==> config.mk <==
export PLATFORM = sky130hd
export DESIGN_NAME = usb_evt_irq
export DESIGN_NICKNAME = d
export VERILOG_FILES = /design/src/rtl/usb_evt_irq.sv
export SDC_FILE = /design/constraint.sdc
export NUM_CORES = 1
export LEC_CHECK = 0
export BUFFER_PORTS_ARGS = -buffer_cell sky130_fd_sc_hd__buf_2
export CORE_MARGIN = 2
export CORE_UTILIZATION = 49
export CTS_BUF_LIST = sky130_fd_sc_hd__clkbuf_16
export CTS_CLUSTER_DIAMETER = 80
export DETAILED_ROUTE_END_ITERATION = 8
export PLACE_DENSITY = 0.67
export SETUP_SLACK_MARGIN = 0.3
export SYNTH_ARGS = -nofsm -noshare
export SYNTH_HDL_FRONTEND = slang
export SYNTH_SLANG_ARGS = --single-unit
export TNS_END_PERCENT = 20
==> constraint.sdc <==
create_clock -name clk -period 3.8 [get_ports clk]
set_input_delay 0 -clock clk [delete_from_list [all_inputs] [get_ports clk]]
set_output_delay 0 -clock clk [all_outputs]
set_load 0.01 [all_outputs]
==> src/rtl/usb_evt_irq.sv <==
// usb_evt_irq
//   Interrupt controller and event queue for the USB core.
//   - NSRC interrupt sources, each either level (live) or edge (sticky, W1C).
//   - EVT_DEPTH x EVT_W event FIFO with an overflow flag.
//   - 4-word CSR window: 0 EVT (pop), 1 STAT (level/pending, W1C),
//     2 ENA (enable/mode/evt_ie), 3 CTRL (coalescing).
//   - Registered irq combining the enabled pending sources and the FIFO request.
// Optional feature macro: USB_EVT_IRQ_COALESCE_EN
//   Defined: CTRL holds THR[4:0] and TMO[15:8], and the FIFO request fires on a
//   level threshold or an age timeout. Undefined: CTRL reads 0 and the FIFO
//   request is simply "not empty".
// Ports
//   clk, rst_n                 clock, asynchronous active-low reset
//   src[NSRC]                  raw interrupt conditions
//   evt_data[EVT_W], evt_stb   event word and its push strobe
//   bus_cyc/we/addr/wdata      CSR request
//   bus_ack, bus_rdata         registered 1-cycle ack and read data
//   irq                        registered interrupt
module usb_evt_irq #(
    parameter int unsigned NSRC      = 6,
    parameter int unsigned EVT_W     = 12,
    parameter int unsigned EVT_DEPTH = 8
) (
    input  logic             clk,
    input  logic             rst_n,
    input  logic [NSRC-1:0]  src,
    input  logic [EVT_W-1:0] evt_data,
    input  logic             evt_stb,
    input  logic [1:0]       bus_addr,
    input  logic [15:0]      bus_wdata,
    output logic [15:0]      bus_rdata,
    input  logic             bus_we,
    input  logic             bus_cyc,
    output logic             bus_ack,
    output logic             irq
);

    localparam int unsigned PTR_W = (EVT_DEPTH > 1) ? $clog2(EVT_DEPTH) : 1;
    localparam int unsigned LVL_W = PTR_W + 1;
    localparam logic [1:0] ADDR_EVT  = 2'd0;
    localparam logic [1:0] ADDR_STAT = 2'd1;
    localparam logic [1:0] ADDR_ENA  = 2'd2;
    localparam logic [1:0] ADDR_CTRL = 2'd3;

    logic                 ack_q;
    logic [15:0]          rdata_q, rdata_d;
    logic                 irq_q, irq_d;
    logic [NSRC-1:0]      src_q;
    logic [NSRC-1:0]      pend_q, pend_d;
    logic [NSRC-1:0]      en_q, en_d;
    logic [NSRC-1:0]      mode_q, mode_d;
    logic                 ie_q, ie_d;
    logic [EVT_W-1:0]     mem_q [EVT_DEPTH];
    logic [PTR_W-1:0]     wr_ptr_q, wr_ptr_d;
    logic [PTR_W-1:0]     rd_ptr_q, rd_ptr_d;
    logic [LVL_W-1:0]     level_q, level_d;
    logic                 ovf_q, ovf_d;

    logic                 access_c, rd_c, wr_c;
    logic                 empty_c, full_c, pop_c, push_c, fifo_req_c;
    logic [NSRC-1:0]      pending_c, w1c_c;
    logic [15:0]          ena_word_c;
    logic                 unused_wdata;

    // Bits of the write word that no register consumes.
    assign unused_wdata = ^bus_wdata;

    // Bus request decode, FIFO status and the visible pending vector.
    always_comb begin
        access_c   = bus_cyc & ~ack_q;
        rd_c       = access_c & ~bus_we;
        wr_c       = access_c & bus_we;
        empty_c    = (level_q == '0);
        full_c     = (level_q == LVL_W'(EVT_DEPTH));
        pop_c      = rd_c & (bus_addr == ADDR_EVT) & ~empty_c;
        // A pop on the same edge frees the slot, so a full FIFO still accepts.
        push_c     = evt_stb & (~full_c | pop_c);
        pending_c  = (mode_q & pend_q) | (~mode_q & src);
        ena_word_c = '0;
        ena_word_c[NSRC-1:0]  = en_q;
        ena_word_c[NSRC+7:8]  = mode_q;
        ena_word_c[15]        = ie_q;
    end

`ifdef USB_EVT_IRQ_COALESCE_EN
    localparam int unsigned TMR_W = 18;

    logic [4:0]       thr_q, thr_d, thr_eff_c;
    logic [7:0]       tmo_q, tmo_d;
    logic [TMR_W-1:0] tmr_q, tmr_d;
    logic             timeout_c;

    // Threshold of 0 behaves as 1; the age timer counts cycles since non-empty.
    always_comb begin
        thr_eff_c  = (thr_q == 5'd0) ? 5'd1 : thr_q;
        timeout_c  = ~empty_c & (tmo_q != 8'd0) & (tmr_q >= {tmo_q, 10'd0});
        fifo_req_c = (6'(level_q) >= {1'b0, thr_eff_c}) | timeout_c;
        thr_d      = thr_q;
        tmo_d      = tmo_q;
        if (wr_c && (bus_addr == ADDR_CTRL)) begin
            thr_d = bus_wdata[4:0];
            tmo_d = bus_wdata[15:8];
        end
        if (empty_c) begin
            tmr_d = '0;
        end else if (tmr_q == '1) begin
            tmr_d = tmr_q;
        end else begin
            tmr_d = tmr_q + TMR_W'(1);
        end
    end

    // Coalescing registers.
    always_ff @(posedge clk or negedge rst_n) begin
        if (!rst_n) begin
            thr_q <= '0;
            tmo_q <= '0;
            tmr_q <= '0;
        end else begin
            thr_q <= thr_d;
            tmo_q <= tmo_d;
            tmr_q <= tmr_d;
        end
    end
`else
    assign fifo_req_c = ~empty_c;
`endif

    // Next state: read mux, register writes, pending, FIFO pointers, irq.
    always_comb begin
        rdata_d  = '0;
        en_d     = en_q;
        mode_d   = mode_q;
        ie_d     = ie_q;
        w1c_c    = '0;
        wr_ptr_d = wr_ptr_q;
        rd_ptr_d = rd_ptr_q;
        ovf_d    = ovf_q;

        if (rd_c) begin
            case (bus_addr)
                ADDR_EVT: begin
                    if (!empty_c) begin
                        rdata_d = {1'b1, ovf_q, 2'b00, 12'(mem_q[rd_ptr_q])};
                    end
                end
                ADDR_STAT: rdata_d = {3'b000, 5'(level_q), 8'(pending_c)};
                ADDR_ENA:  rdata_d = ena_word_c;
                default: begin
`ifdef USB_EVT_IRQ_COALESCE_EN
                    rdata_d = {tmo_q, 3'b000, thr_q};
`else
                    rdata_d = '0;
`endif
                end
            endcase
        end

        if (wr_c && (bus_addr == ADDR_STAT)) begin
            w1c_c = bus_wdata[NSRC-1:0];
        end
        if (wr_c && (bus_addr == ADDR_ENA)) begin
            en_d   = bus_wdata[NSRC-1:0];
            mode_d = bus_wdata[NSRC+7:8];
            ie_d   = bus_wdata[15];
        end

        // Sticky bits live only in edge mode; a new edge beats W1C; a mode change clears.
        pend_d = ((pend_q & ~w1c_c) | (src & ~src_q)) & mode_q & mode_d;

        if (push_c) begin
            wr_ptr_d = wr_ptr_q + PTR_W'(1);
        end
        if (pop_c) begin
            rd_ptr_d = rd_ptr_q + PTR_W'(1);
            ovf_d    = 1'b0;
        end else if (evt_stb && !push_c) begin
            ovf_d    = 1'b1;
        end
        level_d = level_q + LVL_W'(push_c) - LVL_W'(pop_c);

        irq_d = (|(pending_c & en_q)) | (ie_q & fifo_req_c);
    end

    // Control and status registers.
    always_ff @(posedge clk or negedge rst_n) begin
        if (!rst_n) begin
            ack_q    <= 1'b0;
            rdata_q  <= '0;
            irq_q    <= 1'b0;
            src_q    <= '0;
            pend_q   <= '0;
            en_q     <= '0;
            mode_q   <= '0;
            ie_q     <= 1'b0;
            wr_ptr_q <= '0;
            rd_ptr_q <= '0;
            level_q  <= '0;
            ovf_q    <= 1'b0;
        end else begin
            ack_q    <= access_c;
            rdata_q  <= rdata_d;
            irq_q    <= irq_d;
            src_q    <= src;
            pend_q   <= pend_d;
            en_q     <= en_d;
            mode_q   <= mode_d;
            ie_q     <= ie_d;
            wr_ptr_q <= wr_ptr_d;
            rd_ptr_q <= rd_ptr_d;
            level_q  <= level_d;
            ovf_q    <= ovf_d;
        end
    end

    // Event storage; contents are only observed when the level says valid.
    always_ff @(posedge clk) begin
        if (push_c) begin
            mem_q[wr_ptr_q] <= evt_data;
        end
    end

    assign bus_ack   = ack_q;
    assign bus_rdata = rdata_q;
    assign irq       = irq_q;

endmodule
==> results.yml, run 1 <==
placed_design:
  hpwl_um: 7500
  globalplace.congestion: 0.758
  port_buffers: 55
  placed_cell_area_um2: 6630
global_route:
  grt_max_degree: 55
  grt_pass1_vias: 3517
  overflow: 0
  grt_antenna_before_repair: 0
  grt.total_usage: 0.192
  grt_pass1_wl_um: 18500
timing:
  period_share: 0.640
  fmax_ghz: 0.411
  timing.hold.ws_ns: 0.242
  rsz0062_at_grt: "false"
  tightest_slew_ns: 1.08
  hold_viol: 0
  slew_headroom: 0.278
  finClkSkew_ns: 0.00827
  maxSlewViolCount: 0
  post-route-min-period_ns: 2.43
  setup_viol: 0
  fin_tns_setup_ns: 0
worst_setup_path:
  worst_r2r_startpoint: "bus_ack"
  required_ns: 4.10
  startpoint: "bus_ack"
  crit_fanout: 12
  cpPeakStageDelay_ns: 0.51
  critPathKind: "reg -> reg"
  r2r-end: "level_q[2]"
  cpMaxStageDelayCell: "or3b_4"
  ff2ff_path_depth: 8
  startpoint_type: "flip-flop"
  rrSetupSlack_ns: 1.37
  crit_arrival_ns: 2.73
  crit_path_end_kind: "flip-flop"
  crit_chain: "or3b_4 > nor3_2 > nand2b_1 > o21ai_0 > ha_1 > inv_1 > fa_1 > xnor2_1"
cts:
  root_buffer: "clkbuf_16"
  cts_max_level: 4
  clockBufferDepth: 2
  cts_tree: "done"
  post_cts_resized: 0
  cts_made_buffers: 17
  cts_sinks: 150
  path_clk_slew_ns: 0.06
  clk_latency_ns: 0.42
yosys:
  synth_nets: 411
  synth-main-ff-cell: "edfxtp_1"
  yosysWarnings: 0
  netlist_area_um2: 6160
  async_reset_ff_frac: 0.360
  synth_edf_count: 96
  avgSynthCellArea_um2: 17.0
  synth_seq_cells: 150
  synth_cell_type_count: 40
  netlist_instances: 362
  synth-seq-area-share: 0.687
drt:
  remaining_drc_errors: 0
  antenna_left: 0
  wl_met1_um: 5310
  dr_wl_met3_um: 478
  finalWirelength_um: 11800
  vias: 3415
  met2WireLength_um: 5880
  route.top_layer_used: "met4"
  routedWlPerCell_um: 18.1
  first_pass_iters: 4
  viasPerCell: 5.22
  drtIter0Drc: 235
floorplan:
  ios: 59
  core_area_um2: 12200
  num_rows: 40
  die_y_um: 116
  die_x_um: 116
  start_util: 0.507
  dieArea_um2: 13500
power:
  power_leakage_nw: 3.03
  ir_worst_vdd_mv: 0.538
  powerDensity_nw_per_um2: 637
hold_path:
  hold_class: "in -> async"
final_layout:
  final_cell_area_um2: 7580
  layout_commonest_cell: "edfxtp_1"
  area_delta_synth_final_pct: 23.1
  final_cell_mix: "96 x edfxtp_1, 55 x buf_2, 54 x dfrtp_1, 50 x nand2_1, 37 x dlygate4sd3_1"
  layout.nets: 522
  nFillCells: 898
  final_layout_size_suffix_gt1_frac: 0.265
  num_antenna_cells: 0
run:
  max_cap_violations: 0
outcome:
  outcome: "finished clean"
-- Yosys cell counts (all sizes together), types with 2 or more instances --
master  count  area [um2]
a21boi      6        45.0
a21oi       6        30.0
a22oi      18         135
and3        4        25.0
buf         4        45.0
clkbuf      9        83.8
dfrtp      54        1350
edfxtp     96        2880
ha          7        87.6
inv         6        22.5
mux2       11         124
mux2i       2        20.0
mux4       24         619
nand2      51         194
nand2b      4        25.0
nand3       3        15.0
nor2        9        33.8
nor2b      10        62.6
nor3        5        30.0
nor3b       2        26.3
nor4        2        27.5
o21ai       8        40.0
o221a       6        67.6
xnor2       4        35.0
xor2        2        17.5
-- worst max-delay path: cells and delay by family (launching register included) --
kind	cells	cell delay [ns]
buffers and inverters	1	0.06
flip-flops	1	0.40
XOR/XNOR	1	0.14
AND/OR/NAND/NOR	3	1.05
AO/OA/AOI/OAI	1	0.11
adder cells (fa/ha/maj)	2	0.57
-- logic make-up after synthesis --
| family | after synthesis | synth area share |
|---|---|---|
| DFF | 150 | 0.687 |
| and+or+nand+nor | 95 | 0.0804 |
| AOI/OAI and AO/OA | 47 | 0.0579 |
| muxes | 37 | 0.124 |
| buffers and inverters | 19 | 0.0246 |
| adders and majority gates | 8 | 0.0175 |
| xor gates and xnor gates | 6 | 0.00853 |
-- registers in the layout, indices dropped and copies added, names as in the netlist, 4 cells and up --
signal	count
bus_rdata	16
pend_q	6
src_q	6
en_q	6
level_q	4
mode_q	6
mem_q	96
-- layout make-up --
cell class / instances / area, um2 / share of cell area
clock buffers: 17 / 425 / 0.0561
clock inverters: 15 / 155 / 0.0205
inverters: 6 / 22.5 / 0.00297
multi-input cells: 193 / 1790 / 0.236
flip-flops and latches: 150 / 4230 / 0.558
well taps: 168 / 210 / 0.0277
repair buffers: 105 / 743 / 0.0980
-- per-layer routing --
metal	track usage	vias to the layer above
met1	0.247	1701
met5	0	-
met2	0.315	81
li1	-	1622
met3	0.0592	11
met4	0.0635	0
-- stage by stage --
stage | cells | setup slack, ns | utilization | power [W]
after floorplan | 362 | 0.988 | - | 0.00295
after global placement | 585 | 1.42 | 0.545 | 0.00319
after detailed placement | 585 | 1.36 | 0.545 | 0.00324
after CTS | 654 | 1.34 | 0.623 | 0.00488
after global routing | 654 | 1.17 | 0.623 | 0.00508
final | 654 | 1.37 | 0.623 | 0.00483
-- how the worst max path moves through the flow --
stage,to,depth (start not counted)
2_1_floorplan,mem_q[0][0],4
3_3_place_gp,level_q[1],8
3_5_place_dp,level_q[2],8
4_1_cts,level_q[2],8
5_1_grt,level_q[2],10
6_report,level_q[2],8
-- what timing repair did --
action	CTS	global route
buffers inserted	0	0
hold buffers	37	0
endpoints found under the hold margin	183	0
-- where the power goes --
| part | leakage, nW | total, W | switching (W) | internal, W |
|---|---|---|---|---|
| registers | 1.56 | 0.00224 | 0.000222 | 0.00202 |
| logic | 1.17 | 0.000983 | 0.000458 | 0.000525 |
| clock network | 0.291 | 0.00161 | 0.000641 | 0.000970 |
| total | 3.03 | 0.00483 | 0.00132 | 0.00351 |
Power figures use the tool's default switching activity.
==> inputs of run 2 (changes only) <==
- PLACE_DENSITY: 0.67 -> 0.7
- clock period: 3.8 -> 2.2 ns (I/O delays scaled with it)
==> run 2 against run 1 <==
Critical path depth grew 1. Combinational power grew 130%. Via count grew 5.1%. Critical path type unchanged.
==> results.yml, run 2 (synthesis gave the netlist of run 1 again) <==
worst_setup_path:
  startpoint_type: "flip-flop"
  crit_path_end_kind: "flip-flop"
  critical_path_buf_inv_count: 5
  cpPeakStageDelay_ns: 0.42
  ff2ff_path_depth: 9
  required_ns: 2.55
  critPathKind: "reg -> reg"
  crit_arrival_ns: 2.49
  cp_common_cell: "buf_4"
  cpMaxStageDelayCell: "fa_2"
  crit_fanout: 3
  worst_r2r_startpoint: "bus_ack"
  r2r-end: "level_q[1]"
  rrSetupSlack_ns: 0.06
  cp_top_family: "simple AND/OR/NAND/NOR gates"
  crit_chain: "or3b_4 > nor3_4 > nand2b_1 > buf_4 > buf_4 > buf_4 > inv_2 > fa_2 > inv_1"
drt:
  wl_met1_um: 5420
  route.top_layer_used: "met4"
  viasPerCell: 5.29
  drtIter0Drc: 306
  antenna_left: 0
  finalWirelength_um: 12500
  remaining_drc_errors: 0
  first_pass_iters: 4
  vias: 3590
  dr_wl_met3_um: 554
  routedWlPerCell_um: 18.5
  met2WireLength_um: 6380
floorplan:
  die_x_um: 116
  ios: 59
  dieArea_um2: 13500
  die_y_um: 116
  start_util: 0.507
  num_rows: 40
  core_area_um2: 12200
final_layout:
  final_cell_area_um2: 8040
  regMostFlops: "mem_q"
  area_delta_synth_final_pct: 30.6
  nFillCells: 828
  final_util: 0.661
  fin_cells: 678
  largest_reg_flops: 96
  layout.nets: 547
  num_antenna_cells: 0
  layout_commonest_cell: "edfxtp_1"
  final_layout_size_suffix_gt1_frac: 0.329
  final_cell_mix: "96 x edfxtp_1, 55 x buf_2, 54 x dfrtp_1, 50 x nand2_1, 37 x dlygate4sd3_1"
global_route:
  grt_pass1_vias: 3818
  grt_antenna_before_repair: 0
  grt.total_usage: 0.205
  overflow: 0
  grt_pass1_wl_um: 19800
  grt_max_degree: 34
power:
  ir_worst_vdd_mv: 0.746
  power.total_w: 0.00891
  powerDensity_nw_per_um2: 1110
  power_leakage_nw: 3.20
hold_path:
  hold_class: "in -> reg"
  hold_path.startpoint: "bus_addr[0]"
  holdPathStages: 4
  holdPathEnd: "bus_rdata[15]"
placed_design:
  placed_cell_area_um2: 6880
  port_buffers: 55
  hpwl_um: 8100
  dp.cells: 595
  globalplace.congestion: 0.847
  dp_slack_ns: -0.0679
timing:
  rsz0062_at_grt: "true"
  tightest_slew_ns: 0.721
  fmax_ghz: 0.467
  finClkSkew_ns: 0.0104
  setup_viol: 0
  worst_slack_ns: 0.0607
  period_share: 0.972
  post-route-min-period_ns: 2.14
  maxSlewViolCount: 0
  slew_headroom: 0.519
  hold_viol: 0
cts:
  clk_latency_ns: 0.42
  cts_tree: "done"
  cts_sinks: 150
  cts_made_buffers: 17
  cts_max_level: 4
  clockBufferDepth: 2
  root_buffer: "clkbuf_16"
  path_clk_slew_ns: 0.06
run:
  max_cap_violations: 0
outcome:
  outcome: "finished clean"
==> run 2: cell count changes in the layout (fill, tap and decap cells not counted), sizes merged <==
cell,before,now
buf,68,93
inv,12,10
bufinv,2,3
clkinv,6,5
clkinvlp,1,2
==> run 2: final cells by class <==
type / instances / area, um2 / area share
flip-flops and latches: 150 / 4230 / 0.526
clock buffers: 17 / 425 / 0.0529
inverters: 6 / 22.5 / 0.00280
clock inverters: 14 / 161 / 0.0201
repair buffers: 130 / 1060 / 0.132
well taps: 168 / 210 / 0.0261
multi-input cells: 193 / 1930 / 0.240
==> run 2: through the flow <==
stage	setup TNS, ns	hold slack (ns)
3_3_place_gp	0	0.0992
2_1_floorplan	0	-0.296
3_5_place_dp	-0.123	0.104
4_1_cts	0	0.0328
6_report	0	0.0635
5_1_grt	-0.0443	0.104
==> run 2: per-layer routing <==
metal / up-vias / track usage
met5: - / 0
met4: 0 / 0.0675
met3: 11 / 0.0592
met2: 95 / 0.340
met1: 1804 / 0.264
li1: 1680 / -
==> run 2: worst max-delay path by stage <==
stage / from / to / slack, ns / cells after the start
2_1_floorplan: level_q[2] / level_q[2] / 0.05 / 9
3_3_place_gp: level_q[2] / level_q[1] / 0.01 / 9
6_report: bus_ack / level_q[1] / 0.06 / 9
3_5_place_dp: level_q[2] / level_q[2] / -0.07 / 9
4_1_cts: bus_ack / level_q[2] / 0.14 / 8
5_1_grt: bus_ack / level_q[3] / -0.02 / 9
==> run 2: timing repair <==
action	in CTS	in global routing
buffers inserted	11	4
hold buffers	37	0
pin swaps	7	15
hold endpoints to repair	161	0
gates resized for setup	15	8
setup endpoints to repair	101	107
==> run 2: where the power goes <==
part | internal, W | switching [W] | total [W]
clock network | 0.00177 | 0.00108 | 0.00285
registers | 0.00348 | 0.000317 | 0.00380
logic | 0.00119 | 0.00107 | 0.00226
==> run 2: tightest hold or removal path: stages <==
cell     delay [ns]
buf_2          0.12
nor2b_1        0.10
a21oi_1        0.16
nor2_1         0.05
